**src/rtl/fifo_sync_flex_if.sv**
```systemverilog
// Handshake/data bundle for fifo_sync_flex. The producer/consumer side uses
// the master modport and the FIFO itself uses the slave modport.
interface fifo_sync_flex_if #(
  parameter int WIDTH = 8,
  parameter int DEPTH = 8
);
  localparam int CW = $clog2(DEPTH + 1);

  logic             flush;
  logic             wr_en;
  logic [WIDTH-1:0] data_in;
  logic             rd_en;
  logic [WIDTH-1:0] data_out;
  logic [CW-1:0]    count;
  logic             empty;
  logic             full;
  logic             almost_empty;
  logic             almost_full;
  logic             overflow;
  logic             underflow;

  modport master (
    output flush, wr_en, data_in, rd_en,
    input  data_out, count, empty, full, almost_empty, almost_full,
           overflow, underflow
  );

  modport slave (
    input  flush, wr_en, data_in, rd_en,
    output data_out, count, empty, full, almost_empty, almost_full,
           overflow, underflow
  );
endinterface

```
**src/rtl/fifo_sync_flex.sv**
```systemverilog
// Synchronous single-clock FIFO of arbitrary DEPTH (>= 2), with registered
// occupancy count, almost-full/almost-empty thresholds, sticky overflow and
// underflow flags and a synchronous flush.
// Build option: define FIFO_SYNC_FLEX_FWFT_EN for first-word fall-through
// reads; otherwise data_out is registered with 1-cycle read latency.
module fifo_sync_flex #(
  parameter int WIDTH         = 8,
  parameter int DEPTH         = 8,
  parameter int AFULL_THRESH  = DEPTH - 1,
  parameter int AEMPTY_THRESH = 1
) (
  input logic              clk,
  input logic              rstn,
  fifo_sync_flex_if.slave  bus
);
  localparam int PW = (DEPTH > 1) ? $clog2(DEPTH) : 1;
  localparam int CW = $clog2(DEPTH + 1);

  logic [WIDTH-1:0] mem_q [DEPTH];
  logic [PW-1:0]    wr_ptr_q, wr_ptr_d;
  logic [PW-1:0]    rd_ptr_q, rd_ptr_d;
  logic [CW-1:0]    count_q, count_d;
  logic             ovf_q, ovf_d;
  logic             udf_q, udf_d;
  logic             empty, full;
  logic             wr_acc, rd_acc;

  // Pointers wrap by explicit compare so any DEPTH works, not just powers of two.
  function automatic logic [PW-1:0] ptr_next(input logic [PW-1:0] p);
    return (p == PW'(DEPTH - 1)) ? '0 : p + PW'(1);
  endfunction

  // Flags come from the registered count only; no input reaches them.
  assign empty = (count_q == '0);
  assign full  = (count_q == CW'(DEPTH));

  // Accept decisions, pointer/count/error next-state; flush overrides everything.
  always_comb begin
    wr_acc   = bus.wr_en && !full  && !bus.flush;
    rd_acc   = bus.rd_en && !empty && !bus.flush;
    wr_ptr_d = wr_ptr_q;
    rd_ptr_d = rd_ptr_q;
    count_d  = count_q;
    ovf_d    = ovf_q;
    udf_d    = udf_q;
    if (bus.flush) begin
      wr_ptr_d = '0;
      rd_ptr_d = '0;
      count_d  = '0;
      ovf_d    = 1'b0;
      udf_d    = 1'b0;
    end else begin
      if (wr_acc) wr_ptr_d = ptr_next(wr_ptr_q);
      if (rd_acc) rd_ptr_d = ptr_next(rd_ptr_q);
      case ({wr_acc, rd_acc})
        2'b10:   count_d = count_q + CW'(1);
        2'b01:   count_d = count_q - CW'(1);
        default: count_d = count_q;
      endcase
      if (bus.wr_en && full)  ovf_d = 1'b1;
      if (bus.rd_en && empty) udf_d = 1'b1;
    end
  end

  // Control state registers with asynchronous active-low reset.
  always_ff @(posedge clk or negedge rstn) begin
    if (!rstn) begin
      wr_ptr_q <= '0;
      rd_ptr_q <= '0;
      count_q  <= '0;
      ovf_q    <= 1'b0;
      udf_q    <= 1'b0;
    end else begin
      wr_ptr_q <= wr_ptr_d;
      rd_ptr_q <= rd_ptr_d;
      count_q  <= count_d;
      ovf_q    <= ovf_d;
      udf_q    <= udf_d;
    end
  end

  // Storage array; contents survive reset and flush by design.
  always_ff @(posedge clk) begin
    if (wr_acc) mem_q[wr_ptr_q] <= bus.data_in;
  end

`ifdef FIFO_SYNC_FLEX_FWFT_EN
  // Head word shown combinationally whenever the FIFO holds data.
  always_comb begin
    bus.data_out = empty ? '0 : mem_q[rd_ptr_q];
  end
`else
  logic [WIDTH-1:0] dout_q, dout_d;

  // Registered read port: load head word on an accepted read, else hold.
  always_comb begin
    dout_d = dout_q;
    if (bus.flush)  dout_d = '0;
    else if (rd_acc) dout_d = mem_q[rd_ptr_q];
  end

  // Read data register.
  always_ff @(posedge clk or negedge rstn) begin
    if (!rstn) dout_q <= '0;
    else       dout_q <= dout_d;
  end

  assign bus.data_out = dout_q;
`endif

  assign bus.count        = count_q;
  assign bus.empty        = empty;
  assign bus.full         = full;
  assign bus.almost_empty = (count_q <= CW'(AEMPTY_THRESH));
  assign bus.almost_full  = (count_q >= CW'(AFULL_THRESH));
  assign bus.overflow     = ovf_q;
  assign bus.underflow    = udf_q;
endmodule

```
**src/flat_wrapper.sv**
```systemverilog
// flat-port wrapper written by rule: the top's interface ports become plain ports
module fifo_sync_flex_flat 
#(
  parameter int WIDTH         = 8,
  parameter int DEPTH         = 8,
  parameter int AFULL_THRESH  = DEPTH - 1,
  parameter int AEMPTY_THRESH = 1
)
  (clk, rstn, bus_flush, bus_wr_en, bus_data_in, bus_rd_en, bus_data_out, bus_count, bus_empty, bus_full, bus_almost_empty, bus_almost_full, bus_overflow, bus_underflow);
  fifo_sync_flex_if #(.WIDTH(WIDTH), .DEPTH(DEPTH)) bus_i ();
  input logic clk;
  input logic rstn;
  input wire logic [$bits(bus_i.flush)-1:0] bus_flush;
  input wire logic [$bits(bus_i.wr_en)-1:0] bus_wr_en;
  input wire logic [$bits(bus_i.data_in)-1:0] bus_data_in;
  input wire logic [$bits(bus_i.rd_en)-1:0] bus_rd_en;
  output wire logic [$bits(bus_i.data_out)-1:0] bus_data_out;
  output wire logic [$bits(bus_i.count)-1:0] bus_count;
  output wire logic [$bits(bus_i.empty)-1:0] bus_empty;
  output wire logic [$bits(bus_i.full)-1:0] bus_full;
  output wire logic [$bits(bus_i.almost_empty)-1:0] bus_almost_empty;
  output wire logic [$bits(bus_i.almost_full)-1:0] bus_almost_full;
  output wire logic [$bits(bus_i.overflow)-1:0] bus_overflow;
  output wire logic [$bits(bus_i.underflow)-1:0] bus_underflow;
  assign bus_i.flush = bus_flush;
  assign bus_i.wr_en = bus_wr_en;
  assign bus_i.data_in = bus_data_in;
  assign bus_i.rd_en = bus_rd_en;
  assign bus_data_out = bus_i.data_out;
  assign bus_count = bus_i.count;
  assign bus_empty = bus_i.empty;
  assign bus_full = bus_i.full;
  assign bus_almost_empty = bus_i.almost_empty;
  assign bus_almost_full = bus_i.almost_full;
  assign bus_overflow = bus_i.overflow;
  assign bus_underflow = bus_i.underflow;
  fifo_sync_flex #(.WIDTH(WIDTH), .DEPTH(DEPTH), .AFULL_THRESH(AFULL_THRESH), .AEMPTY_THRESH(AEMPTY_THRESH)) u_core (.clk(clk), .rstn(rstn), .bus(bus_i));
endmodule
```
**config.mk**
```make
export PLATFORM = sky130hd
export DESIGN_NAME = fifo_sync_flex_flat
export DESIGN_NICKNAME = d
export VERILOG_FILES = /design/src/rtl/fifo_sync_flex_if.sv /design/src/rtl/fifo_sync_flex.sv /design/src/flat_wrapper.sv
export SDC_FILE = /design/constraint.sdc
export NUM_CORES = 1
export LEC_CHECK = 0
export CAP_MARGIN = 10
export CORE_MARGIN = 3
export CORE_UTILIZATION = 61
export DETAILED_ROUTE_END_ITERATION = 10
export GPL_ROUTABILITY_DRIVEN = 0
export PLACE_DENSITY = 0.93
export SLEW_MARGIN = 20
export SYNTH_ARGS = -nofsm -noshare
export SYNTH_HDL_FRONTEND = slang
export SYNTH_SLANG_ARGS = --single-unit
```
**constraint.sdc**
```tcl
create_clock -name clk -period 5.6 [get_ports clk]
set_input_delay 0.84 -clock clk [delete_from_list [all_inputs] [get_ports clk]]
set_output_delay 0.84 -clock clk [all_outputs]
set_load 0.01 [all_outputs]
```
==> metrics.txt <==
CP max FO 6; IO Count 31; Power Dens Cells roughly 400 mW/mm2; Avg WL per Cell 20.0 um; routed vias between 1,500 and 2,000; crit path kind reg -> out; Initial Util 0.634; Gate Count Post-Synth 216; # rows 27; PortBufs 30; TritonRoute pass-1 iters 4; Yosys reg bits 84; Worst-Skew Late Latency 350 ps; Least-Margin Pin Slew 955 ps; fraction of layout instances using a drive strength above 1 0.168; max incr delay on CP between 500 and 600 ps; Max-Cap Viols 0; Horiz. Die Dim just over 80 um; RSZ-0062 raised after global routing no; Crit path max-delay family buffers and inverters; n_diodes 0; clock root buffer master clkbuf_8; Area Overhead vs Synth 16.1%; Finish-stage setup viols 0; vias in the first global route 1,998; total gr overflow 0; setup repair bufs after CTS 0; nature of the critical path startpoint register; Post-DP HPWL 4.50 mm; FILL cells ~350; Longest Clk Path Bufs 2; cell chain of the critical path inv_1 > ha_1 > or3b_4 > inv_1 > clkdlybuf4s50_1; post-route ant nets 0; synth unique cells 35; Place WS 2160 ps; first-pass GRT wire length ~11 mm; crit end category primary output; 1st-iter DRT viols 224; Layout Utilization 0.736; final period utilization 0.564; Die ar. around 0.0067 mm2; H-tree Lvls 3; Clk pin slew, worst setup/hold paths 90 ps; Finished Layout Cells between 300 and 400; Final Hold Fails 0; final setup margin 2440 ps; wirelength, routed approximately 6.6 mm; Synth Cell Area 0.00351 mm2; largest net degree at the start of global routing 21; worst min path class reg -> reg; Slew HR 0.363; Residual DRC 0; Max Clock Freq 317 MHz; Post-Syn Area per Cell 16.3 um2; crit-path most repeated cell inv_1; setup_tns 0 ps; Buf+Inv Stages, Crit Path 3; Ys Warns 0; total CTS buffers 9; Num Clock Sinks 84; Placeable Area 0.00554 mm2; Slew Viols, Final 0; register area share after synthesis 0.689; antenna violations before repair 0; Arr. time, crit path 2320 ps; PostCTS Resize Cnt 0; outcome finished clean; peak supply drop roughly 0.26 mV; post-route minimum period 3160 ps; number of cells after detailed placement 312; TritonCTS clock tree built; slowest stage cell, crit path clkdlybuf4s50_1; All-Layer GR Usage 0.224; Hold Worst Slack 478 ps; P_leak 1.41 nW; Syn Nets roughly 240; Layout Skew 9.60 ps; CP Data Required Time 4760 ps; Total Power 1.62 mW; Die Y just over 80 um; final instance area approximately 0.0041 mm2; Layout Nets around 270; area post-placement just under 0.004 mm2; # hold bufs at CTS 0; vias per cell 6.08
## area by class of cell
class	count	area [um2]	area share
well taps	72	90.1	0.0221
clock buffers	9	124	0.0304
flip-flops and latches	84	2420	0.594
multi-input cells	115	1040	0.255
repair buffers	33	323	0.0791
inverters	8	30.0	0.00736
clock inverters	7	50.0	0.0123
## worst paths after layout
kind,to,slack [ps],cells past startpoint,start
min,u_core.bus.data_out[5],480,2,u_core.bus.data_out[5]
min in group asynchronous,u_core.bus.overflow,1000,1,rstn
max in group asynchronous,u_core.rd_ptr_q[0],3980,1,rstn
max reg2reg,u_core.mem_q[2][6],2980,7,u_core.bus.count[0]
min reg2reg,u_core.bus.data_out[5],480,2,u_core.bus.data_out[5]
max,bus_empty,2440,5,u_core.bus.count[1]
## cell families (layout without fill, tap and decap cells)
kind of cell    after synthesis  in the layout  synth area share
mux                          25             25             0.129
buf+inv                      17             57            0.0203
compound gates               36             36            0.0680
flops                        84             84             0.689
fa+ha+maj                     8              8            0.0285
simple gates                 46             46            0.0652
## synthesized netlist by cell type
library cell  number  area (um2)
o22ai_1            2        12.5
dfrtp_1           20         500
a221o_1            1        10.0
a211oi_1           1        7.51
or4_1              1        7.51
or3_1              4        25.0
a2bb2oi_1          1        8.76
inv_2              1        3.75
nor4_1             3        18.8
nand3b_1           2        15.0
and3_1             2        12.5
or3b_4             1        11.3
nand2b_1           3        18.8
nand2_1           17        63.8
buf_1              2        7.51
o31a_1             1        8.76
clkbuf_1           3        11.3
mux4_2            16         360
mux2i_1            8        80.1
o21ai_0            9        45.0
a22o_1             1        8.76
mux2_2             1        11.3
a21o_1             3        22.5
inv_1              7        26.3
nor3_1             6        30.0
buf_4              1        7.51
a2111oi_4          1        27.5
a31oi_1            1        6.26
a21oi_1           13        65.1
o31ai_1            1        7.51
buf_2              3        15.0
nor2_1             7        26.3
a221oi_1           1        8.76
ha_1               8         100
edfxtp_1          64        1920
## worst min-delay path: cells and delay by family (launching register included)
family	cells	cell delay, ps
simple gates	1	50
flops	1	340
compound gates	1	60
## power by group
part / leakage (nW) / internal [mW] / total, mW / switching [mW]
Clock: 0.0837 / 0.162 / 0.381 / 0.219
Combinational: 0.484 / 0.237 / 0.440 / 0.203
Sequential: 0.845 / 0.721 / 0.799 / 0.0776
Total: 1.41 / 1.12 / 1.62 / 0.499
## sequential cells by signal, summed over array words and instances, names as in the netlist
signal	count
u_core.mem_q	64
u_core.bus.underflow	1
u_core.rd_ptr_q	3
u_core.bus.count	4
u_core.bus.data_out	8
u_core.wr_ptr_q	3
u_core.bus.overflow	1
## routing by layer
metal / vias up / GRT usage / wire length, um
met2: 74 / 0.346 / 3180
met4: 0 / 0.0914 / 86
li1: 912 / - / -
met1: 1001 / 0.310 / 2820
met3: 8 / 0.0548 / 479
met5: - / 0 / 0
## cell usage in the layout (no fill, tap or decap), types with 2 or more instances in the layout
cell / instances
dfrtp_1: 19
nor3_2: 4
clkinvlp_4: 2
nor3_1: 2
a21o_1: 3
mux4_2: 16
buf_4: 3
and3_1: 2
nor2_1: 7
nor4_1: 3
or3_1: 4
nand3b_1: 2
inv_1: 7
inv_6: 2
o22ai_1: 2
o21ai_0: 9
ha_1: 8
clkbuf_8: 9
nand2b_1: 3
nand2_1: 17
edfxtp_1: 64
mux2i_1: 8
a21oi_1: 13
clkdlybuf4s50_1: 30
(Power assumes the default switching activity.)
==> variant: new RTL, same flow settings <==
`WIDTH` is set to 8 in 3 places; all go to 10.
--- a/src/rtl/fifo_sync_flex_if.sv
+++ b/src/rtl/fifo_sync_flex_if.sv
@@ -1,7 +1,7 @@
 // Handshake/data bundle for fifo_sync_flex. The producer/consumer side uses
 // the master modport and the FIFO itself uses the slave modport.
 interface fifo_sync_flex_if #(
-  parameter int WIDTH = 8,
+  parameter int WIDTH = 10,
   parameter int DEPTH = 8
 );
   localparam int CW = $clog2(DEPTH + 1);
--- a/src/rtl/fifo_sync_flex.sv
+++ b/src/rtl/fifo_sync_flex.sv
@@ -4,7 +4,7 @@
 // Build option: define FIFO_SYNC_FLEX_FWFT_EN for first-word fall-through
 // reads; otherwise data_out is registered with 1-cycle read latency.
 module fifo_sync_flex #(
-  parameter int WIDTH         = 8,
+  parameter int WIDTH         = 10,
   parameter int DEPTH         = 8,
   parameter int AFULL_THRESH  = DEPTH - 1,
   parameter int AEMPTY_THRESH = 1
--- a/src/flat_wrapper.sv
+++ b/src/flat_wrapper.sv
@@ -1,7 +1,7 @@
 // flat-port wrapper written by rule: the top's interface ports become plain ports
 module fifo_sync_flex_flat 
 #(
-  parameter int WIDTH         = 8,
+  parameter int WIDTH         = 10,
   parameter int DEPTH         = 8,
   parameter int AFULL_THRESH  = DEPTH - 1,
   parameter int AEMPTY_THRESH = 1
Interface: changed (resized bus_data_in and bus_data_out); port bits go from 31 to 35. The function was not compared with the original's and may differ.
==> variant against the unedited design <==
Via count increased by 28%; routed wire length grew 28%; design area grew 20%; largest cell class unchanged; synthesized area rose by 23%; non-clock buffer count increased by 2; power up 17%; clock skew is 0.0032 ns higher; maximum frequency shrank 4.8%; sequential cell count is 18 higher; largest power group unchanged; worst setup slack got worse by 0.16 ns; register-to-register slack got worse by 0.15 ns.
==> variant: results (changes against the unedited design) <==
Outcome
  – Status: complete, no violations

Global route
  – Met3 Use GR: 0.05690 (+0.002079)
  – Met1 Use GR: 0.3052 (-0.005059)
  – GRT met2 Usage: 0.3242 (-0.02151)
  – First-pass GRT wire length: 13.30 mm (+26%)
  – Tot GR Track Use: 0.2177 (-0.006799)

Detailed routing
  – WL met1: 3.706 mm (+31%)
  – Vias: 2548 (+28%)
  – Routed length per instance: 19.45 um (-2.9%)
  – Initial drt markers: 199 (-11%)

Synth
  – Synth async-reset ratio: 0.2157 (-0.02241)
  – Area contributors post-synth: edfxtp_1, dfrtp_1, mux2i_1
  – Top cells by count, synth: edfxtp_1, mux2i_1, nor3_1
  – Seq/Total Area, Yosys: 0.6831 (-0.006391)
  – Netlist cell types: 44 (+26%)
  – EDFF count, synth: 80 (+25%)

Finish
  – Fill cells: 440 (+28%)
  – Largest register FFs: 80 (+25%)
  – Fin nets: 355 (+31%)
  – Sequential cell area share: 0.6027 (+0.008664)
  – NonClk Buf Share: 0.06988 (-0.009237)
  – Layout clock buffer count: 13 (+4)
  – Clock-cell share of area: 0.03979 (-0.002839)
  – Non-clock inverters: 5 (-3)
  – Multi-input combinational area share: 0.2594 (+0.004542)

Critical path
  – Max FO, Critical Path: 27 (+21)
  – CP peak stage delay: 0.89 ns (+0.33 ns)
  – Crit-path leading delay family: simple AND/OR/NAND/NOR gates

Power and ir drop
  – Lkg Pwr: 1.657 nW (+17%)
  – Maximum vdd ir drop: 0.1772 mV (-31%)
  – Switching power: 0.0005684 W (+14%)

Place
  – DP Wirelength: 5.859 mm (+30%)

STA
  – Relative slew margins: 0.3732 (+0.01017)
  – Clock skew: 0.01277 ns (+0.003166 ns)
[variant: cells by family (layout without fill, tap and decap cells)]
family | after synthesis | after routing | share of synthesized area
AND/OR/NAND/NOR | 87 | 87 | 0.1074
buffers and inverters | 21 | 56 | 0.02373
flip-flops | 102 | 102 | 0.6831
adder cells (fa/ha/maj) | 8 | 8 | 0.02316
AO/OA/AOI/OAI | 42 | 42 | 0.06281
multiplexers | 41 | 41 | 0.09609
XOR/XNOR | 1 | 1 | 0.003764
[variant: stage by stage]
stage          cells  worst slack [ns]  hold WS, ns  cell area, um2
3_3_place_gp     417             1.811       0.4871            4708
5_1_grt          433             2.100       0.4542            4906
4_1_cts          433             1.950       0.5236            4903
3_5_place_dp     417             1.564       0.5030            4708
2_1_floorplan    302             2.967       0.5273            4323
6_report         433             2.284       0.4304            4906
[variant: power groups by stage]
stage / Sequential [W] / Combinational, W / Clock [W]
after floorplan: 0.000941 / 0.000343 / 0
after global placement: 0.000960 / 0.000500 / 0
after detailed placement: 0.000964 / 0.000512 / 0
after CTS: 0.000948 / 0.000515 / 0.000452
after global routing: 0.000959 / 0.000556 / 0.000485
final: 0.000949 / 0.000511 / 0.000441
[variant: final timing paths]
path / to / slack [ns] / depth (start not counted)
worst max register to register: u_core.mem_q[3][6]$_DFFE_PP_ / 2.83 / 7
worst min register to register: u_core.bus.underflow$_DFFE_PN0P_ / 0.52 / 2
max in group asynchronous: u_core.rd_ptr_q[1]$_DFFE_PN0P_ / 4.80 / 1
min in group clk: u_core.bus.underflow$_DFFE_PN0P_ / 0.52 / 2
worst max-delay path: u_core.mem_q[3][6]$_DFFE_PP_ / 2.28 / 4
worst min-delay path: u_core.bus.count[3]$_DFFE_PN0P_ / 0.43 / 1
